`config.mk`:
```
export PLATFORM = sky130hd
export DESIGN_NAME = cond_logic
export DESIGN_NICKNAME = d
export VERILOG_FILES = /design/src/rtl/cond_logic.sv
export SDC_FILE = /design/constraint.sdc
export NUM_CORES = 1
export LEC_CHECK = 0
export BUFFER_PORTS_ARGS = -buffer_cell sky130_fd_sc_hd__buf_4
export CORE_ASPECT_RATIO = 0.8
export CORE_MARGIN = 10
export CORE_UTILIZATION = 25
export CTS_CLUSTER_SIZE = 10
export DETAILED_ROUTE_END_ITERATION = 7
export PLACE_DENSITY = 0.58
export SYNTH_ARGS = -nofsm -noshare
export SYNTH_HDL_FRONTEND = slang
export SYNTH_SLANG_ARGS = --single-unit
```
`constraint.sdc`:
```
create_clock -name clk -period 2.45 [get_ports clk]
set_input_delay 0.245 -clock clk [delete_from_list [all_inputs] [get_ports clk]]
set_output_delay 0.245 -clock clk [all_outputs]
set_load 0.005 [all_outputs]
```
`src/rtl/cond_logic.sv`:
```
// Conditional-execution unit: holds NZCV, evaluates Cond against it, and gates PCS/RegW/MemW.
// Latency: CondEx and gated writes are combinational; flag updates take effect from the next cycle.
// No backpressure; optional perf counters are enabled with COND_LOGIC_PERF_EN.
module cond_logic #(
    parameter int CNT_W = 32
) (
    input  logic       clk,
    input  logic       reset,
    input  logic [3:0] Cond,
    input  logic [3:0] ALUFlags,
    input  logic [1:0] FlagW,
    input  logic       PCS,
    input  logic       RegW,
    input  logic       MemW,
    output logic       PCSrc,
    output logic       RegWrite,
    output logic       MemWrite,
    output logic [3:0] Flags,
    output logic       CondEx
`ifdef COND_LOGIC_PERF_EN
    ,
    output logic [CNT_W-1:0] ExecCnt,
    output logic [CNT_W-1:0] SquashCnt
`endif
);

    logic [3:0] r_flags;
    logic       w_n;
    logic       w_z;
    logic       w_c;
    logic       w_v;
    logic       w_cond_pass;

    assign {w_n, w_z, w_c, w_v} = r_flags;

    // Evaluate the condition field against the registered flags only (ALUFlags never bypass).
    always_comb begin
        w_cond_pass = 1'b0;
        case (Cond)
            4'b0000: w_cond_pass = w_z;
            4'b0001: w_cond_pass = ~w_z;
            4'b0010: w_cond_pass = w_c;
            4'b0011: w_cond_pass = ~w_c;
            4'b0100: w_cond_pass = w_n;
            4'b0101: w_cond_pass = ~w_n;
            4'b0110: w_cond_pass = w_v;
            4'b0111: w_cond_pass = ~w_v;
            4'b1000: w_cond_pass = w_c & ~w_z;
            4'b1001: w_cond_pass = ~w_c | w_z;
            4'b1010: w_cond_pass = (w_n == w_v);
            4'b1011: w_cond_pass = (w_n != w_v);
            4'b1100: w_cond_pass = ~w_z & (w_n == w_v);
            4'b1101: w_cond_pass = w_z | (w_n != w_v);
            4'b1110: w_cond_pass = 1'b1;
            default: w_cond_pass = 1'b0;
        endcase
    end

    // Reset suppresses every architectural side effect, even with an X flag register.
    assign CondEx   = w_cond_pass & ~reset;
    assign PCSrc    = PCS  & CondEx;
    assign RegWrite = RegW & CondEx;
    assign MemWrite = MemW & CondEx;
    assign Flags    = r_flags;

    // NZ and CV halves update independently, only when the instruction executes.
    always_ff @(posedge clk) begin
        if (reset) begin
            r_flags <= 4'b0000;
        end else begin
            if (FlagW[1] & CondEx) r_flags[3:2] <= ALUFlags[3:2];
            if (FlagW[0] & CondEx) r_flags[1:0] <= ALUFlags[1:0];
        end
    end

`ifdef COND_LOGIC_PERF_EN
    logic [CNT_W-1:0] r_exec_cnt;
    logic [CNT_W-1:0] r_squash_cnt;

    // Every non-reset cycle bumps exactly one saturating counter.
    always_ff @(posedge clk) begin
        if (reset) begin
            r_exec_cnt   <= '0;
            r_squash_cnt <= '0;
        end else if (CondEx) begin
            if (~&r_exec_cnt) r_exec_cnt <= r_exec_cnt + 1'b1;
        end else begin
            if (~&r_squash_cnt) r_squash_cnt <= r_squash_cnt + 1'b1;
        end
    end

    assign ExecCnt   = r_exec_cnt;
    assign SquashCnt = r_squash_cnt;
`endif

endmodule

```
==> flow_summary.ini, run 1 <==
[timing]
rsz0062_at_grt = false
slew_viol_final = 0
setup_viol = 0
fin_ws_ns = 0.284
period_needed_ns = 2.17
worst_pin_slew_ns = 0.435
hold_violations = 0
min_period_over_period_pct = 88.4
relSlewSlack_pct = 70.8
fmax_mhz = 462
tns_ns = 0
skew_ns = 0.00273

[floorplan]
io_pins = 23
dieArea_sq_mm = 0.00407
std_cell_rows = 14
die_x_um = 68.9
core_area_sq_mm = 0.00186
die_h_um = 59.1
initial_core_util_pct = 25.7

[clock_network]
clock_latency_ns = 0.23
ctsHtreeMaxLevel = 1
cts-hold-fix-buffers = 0
root_buffer = clkbuf_4
clockBufferDepth = 2
cts_buffers = 3
cts_tree = built
clk_pin_slew_ns = 0.04
cts.sinks = 4
cts_setup_buffers = 0
cts_resized = 0

[synthesis]
synthCells = 53
ys_seq_area_share_pct = 16.8
syn_avg_cell_area_sq_um = 9.02
syn-cell-area_sq_um = 478
yosysWarnings = 0
synth_nets = 68
synth_seq_cells = 4
synth_cell_types = 30

[finish]
utilization_pct = 35.6
drive_gt1_share_pct = 47.3
layout_common_cells = buf_4 (22), inv_1 (5), dfxtp_1 (4), nor2_1 (4), mux2_1 (4)
final_common_cell = buf_4
largest_reg_flops = 4
layout.cells.non_filler = 98
syn_to_final_growth_pct = 38.2
finalNetCount = 91
fin_area_sq_um = 661
insertedDiodeCount = 0

[min_path]
hp-start = ALUFlags[3]
hold_path.class = input pin to flip-flop
hold_end = Flags[3]
whs_path_depth = 2

[route]
drt_iter0_markers = 9
post_drt_wl_per_cell_um = 13.3
wl_mm = 1.30
drc = 0
firstDrtPassIters = 4
vias_per_cell = 4.61
antenna_left = 0
dr_total_vias = 452

[place]
globalplace.congestion = 0.735
dp.final_hpwl_mm = 1.11
place_ws_ns = 0.498
placedCellCount = 95
dpl_cell_area_sq_um = 638
io_buffers = 22

[power_and_ir_drop]
p_per_area_mw_per_mm2 = 385
p_int_mw = 0.180
p_seq_share_pct = 31.2
p_sw_mw = 0.0743
leakage_nw = 0.324
p_comb_share_pct = 37.4
clock_power_share_pct = 31.5
vdd_drop_max_mv = 0.308
power.share.switching_pct = 29.2

[setup_path]
startpoint_type = flip-flop
r2r_slack_ns = 0.58
critPathTopFamily = compound AO/OA/AOI/OAI gates
reg2reg_depth = 5
critPathMaxStageDelay_ns = 0.44
critPathKind = flip-flop to output port
crit_buf_inv = 1
worstReg2RegStart = Flags[0]
slowest_stage = o31ai_1
worstPathCellList = xor2_2 -> o21a_1 -> a22o_1 -> o31ai_1 -> nor2_1 -> buf_4
end_kind = output port
crit_required_ns = 2.20
cp-startpoint = Flags[0]
arrival_ns = 1.92
rr_endpoint = Flags[3]
cp_max_fo = 4

[outcome]
status = finished clean

[global_routing]
antenna_found_initial = 0
grt_pass1_vias = 464
grt_use_total_pct = 6.36
grt-ovfl-total = 0
grt_first_pass_wirelength_mm = 2.03
grt_max_degree = 13

[job]
maxCapViolations = 0
==> final cells by class <==
class | count | area (sq um)
clock buffers | 3 | 22.5
fillers | 213 | 1200
repair buffers | 22 | 165
flip-flops and latches | 4 | 80.1
well taps | 24 | 30.0
inverters | 5 | 18.8
multi-input cells | 40 | 344
==> worst max path at each step <==
stage               slack, ns        to  depth (start not counted)
floorplan                0.70  Flags[0]                          5
global placement         0.53  MemWrite                          7
detailed placement       0.50     PCSrc                          7
CTS                      0.26     PCSrc                          6
global route             0.09  RegWrite                          6
finish                   0.28  RegWrite                          6
==> cells in the mapped netlist (all sizes together) <==
cell type,n,area (sq um)
a21oi,1,5.00
a22o,1,8.76
a22oi,1,7.51
a311oi,1,15.0
a41oi,1,8.76
and2b,5,40.0
and3,1,7.51
and4bb,1,12.5
buf,4,35.0
dfxtp,4,80.1
inv,5,18.8
mux2,4,45.0
mux2i,3,30.0
nand2,2,7.51
nand3,2,10.0
nand3b,2,15.0
nor2,4,15.0
nor3b,1,7.51
o21a,1,7.51
o21ai,1,5.00
o22ai,1,6.26
o311ai,2,32.5
o31ai,1,7.51
o32ai,1,16.3
or2b,1,8.76
xnor2,1,8.76
xor2,1,16.3
==> layer usage <==
layer / routed length (um) / share of wire [%] / global-route usage (%)
met1: 545 / 42 / 7.47
met2: 660 / 51 / 9.64
met3: 93 / 7.2 / 2.46
met4: 0 / 0 / 3.37
met5: 0 / 0 / 0
==> per-stage QoR <==
stage	hold slack [ns]	power (mW)
floorplan	0.370	0.137
global placement	0.452	0.176
detailed placement	0.459	0.177
CTS	0.216	0.260
global route	0.215	0.271
finish	0.221	0.254
==> worst register-to-register path: stages (launching register included) <==
cell and delay, ns:
dfxtp_1 0.35, xor2_2 0.19, o21a_1 0.19, a22o_1 0.29
o311ai_2 0.38, mux2_1 0.35
==> power by group through the flow <==
| stage | logic [mW] | clock network (mW) | registers (mW) |
|---|---|---|---|
| 6_report | 0.0949 | 0.0799 | 0.0793 |
| 5_1_grt | 0.105 | 0.0853 | 0.0804 |
| 4_1_cts | 0.0973 | 0.0834 | 0.0795 |
| 3_5_place_dp | 0.0970 | 0 | 0.0805 |
| 3_3_place_gp | 0.0963 | 0 | 0.0797 |
| 2_1_floorplan | 0.0587 | 0 | 0.0787 |
==> logic make-up after synthesis <==
logic type      count (synthesis)  synth area share (%)
xor+xnor                        2                  5.24
buf+inv                         9                  11.3
mux                             7                  15.7
simple gates                   19                  25.9
flops                           4                  16.8
compound gates                 12                  25.1
Power figures use the tool's default switching activity.
==> inputs of run 2 (changes only) <==
--- a/config.mk
+++ b/config.mk
@@ -12,6 +12,7 @@
 export CTS_CLUSTER_SIZE = 10
 export DETAILED_ROUTE_END_ITERATION = 7
 export PLACE_DENSITY = 0.58
+export REMOVE_ABC_BUFFERS = 1
 export SYNTH_ARGS = -nofsm -noshare
 export SYNTH_HDL_FRONTEND = slang
 export SYNTH_SLANG_ARGS = --single-unit
==> run 2 against run 1 <==
Worst setup slack got worse by 0.0029 ns. First-iteration DRC count rose to 2.6 times the previous value. Combinational power fell by 0.9%. Flip-flop and latch count did not move. Count of clock-buffer cells in the layout did not move. Clock power fell by 4.1%. Sequential share of layout area did not move. Clock skew fell by 0.0013 ns. Cell area did not move. Hold slack improved by 0.0057 ns. Register-to-register slack barely moved. Total power fell by 1.6%. Critical path type unchanged. Highest routed layer unchanged.
==> flow_summary.ini, run 2 (synthesis gave the netlist of run 1 again) <==
[route]
wl_mm = 1.23
wl_met3_um = 117
drc = 0
topRoutingLayerUsed = met3
wl_met1_um = 541
wl_met2_um = 568
drt_iter0_markers = 23
post_drt_wl_per_cell_um = 12.5
vias_per_cell = 4.54
dr_total_vias = 445
firstDrtPassIters = 4
antenna_left = 0

[global_routing]
antenna_found_initial = 0
grt-ovfl-total = 0
grt_pass1_vias = 444
grt_max_degree = 13
grt_first_pass_wirelength_mm = 1.93
grt_use_total_pct = 6.02

[min_path]
hold_end = Flags[2]
hp-start = ALUFlags[2]
whs_path_depth = 2
hold_path.class = input pin to flip-flop

[setup_path]
end_kind = output port
critPathKind = flip-flop to output port
worstReg2RegStart = Flags[3]
arrival_ns = 1.92
cp_max_fo = 7
reg2reg_depth = 5
slowest_stage = dfxtp_1
critPathTopFamily = compound AO/OA/AOI/OAI gates
critPathMaxStageDelay_ns = 0.45
rr_endpoint = Flags[1]
startpoint_type = flip-flop
crit_required_ns = 2.20
crit_buf_inv = 1
worstPathCellList = xnor2_1 -> mux2i_1 -> a311oi_2 -> o31ai_1 -> nor2_1 -> buf_4
r2r_slack_ns = 0.59

[floorplan]
core_area_sq_mm = 0.00186
dieArea_sq_mm = 0.00407
die_h_um = 59.1
initial_core_util_pct = 25.7
die_x_um = 68.9
io_pins = 23
std_cell_rows = 14

[finish]
layout_common_cells = buf_4 (22), inv_1 (5), dfxtp_1 (4), nor2_1 (4), mux2_1 (4)
fill_cells = 211
largest_reg_flops = 4
utilization_pct = 35.6
drive_gt1_share_pct = 47.3
insertedDiodeCount = 0
fin_area_sq_um = 661
layout.cells.non_filler = 98
finalNetCount = 91
final_common_cell = buf_4
syn_to_final_growth_pct = 38.2

[timing]
fmax_mhz = 461
setup_viol = 0
fin_ws_ns = 0.281
worst_pin_slew_ns = 0.437
relSlewSlack_pct = 70.6
min_period_over_period_pct = 88.5
slew_viol_final = 0
whs_ns = 0.227
tns_ns = 0
hold_violations = 0
skew_ns = 0.00147
rsz0062_at_grt = false
period_needed_ns = 2.17

[clock_network]
cts-hold-fix-buffers = 0
clockBufferDepth = 2
ctsHtreeMaxLevel = 1
cts_buffers = 3
cts.sinks = 4
root_buffer = clkbuf_4
clk_pin_slew_ns = 0.03
clock_latency_ns = 0.23
cts_resized = 0
cts_tree = built
cts_setup_buffers = 0

[job]
maxCapViolations = 0

[power_and_ir_drop]
power_mw = 0.250
vdd_drop_max_mv = 0.205
p_per_area_mw_per_mm2 = 378
leakage_nw = 0.324

[place]
globalplace.congestion = 0.712
place_ws_ns = 0.504
placedCellCount = 95
dp.final_hpwl_mm = 1.05
io_buffers = 22
dpl_cell_area_sq_um = 638

[outcome]
status = finished clean
==> run 2: per-layer routing <==
layer,vias up,global-route usage [%]
met3,0,3.21
met4,0,0.843
met5,-,0
met1,201,7.15
li1,234,-
met2,10,9.51
==> run 2: worst register-to-register path: stages, from the launching register on <==
cell and delay (ns):
dfxtp_1 0.45, xnor2_1 0.17, mux2i_1 0.26, a311oi_2 0.18, o311ai_2 0.34, mux2_1 0.35
==> run 2: power breakdown <==
part	internal [mW]	leakage [nW]	total [mW]	switching (mW)
Clock	0.0545	0.0138	0.0766	0.0221
Combinational	0.0544	0.277	0.0940	0.0396
Sequential	0.0708	0.0327	0.0794	0.00859
==> run 2: cell type report <==
class                   count  area (sq um)  share of cell area [%]
well taps                  24          30.0                    4.55
inverters                   5          18.8                    2.84
flip-flops and latches      4          80.1                    12.1
repair buffers             22           165                    25.0
multi-input cells          40           344                    52.1
clock buffers               3          22.5                    3.41
==> run 2: worst max-delay path by stage <==
stage	start	to	slack (ns)	cells past startpoint
detailed placement	Flags[3]	PCSrc	0.50	6
finish	Flags[3]	RegWrite	0.28	6
CTS	Flags[3]	PCSrc	0.26	6
global placement	Flags[2]	PCSrc	0.55	6
floorplan	Flags[0]	Flags[0]	0.70	5
global route	Flags[3]	RegWrite	0.06	6
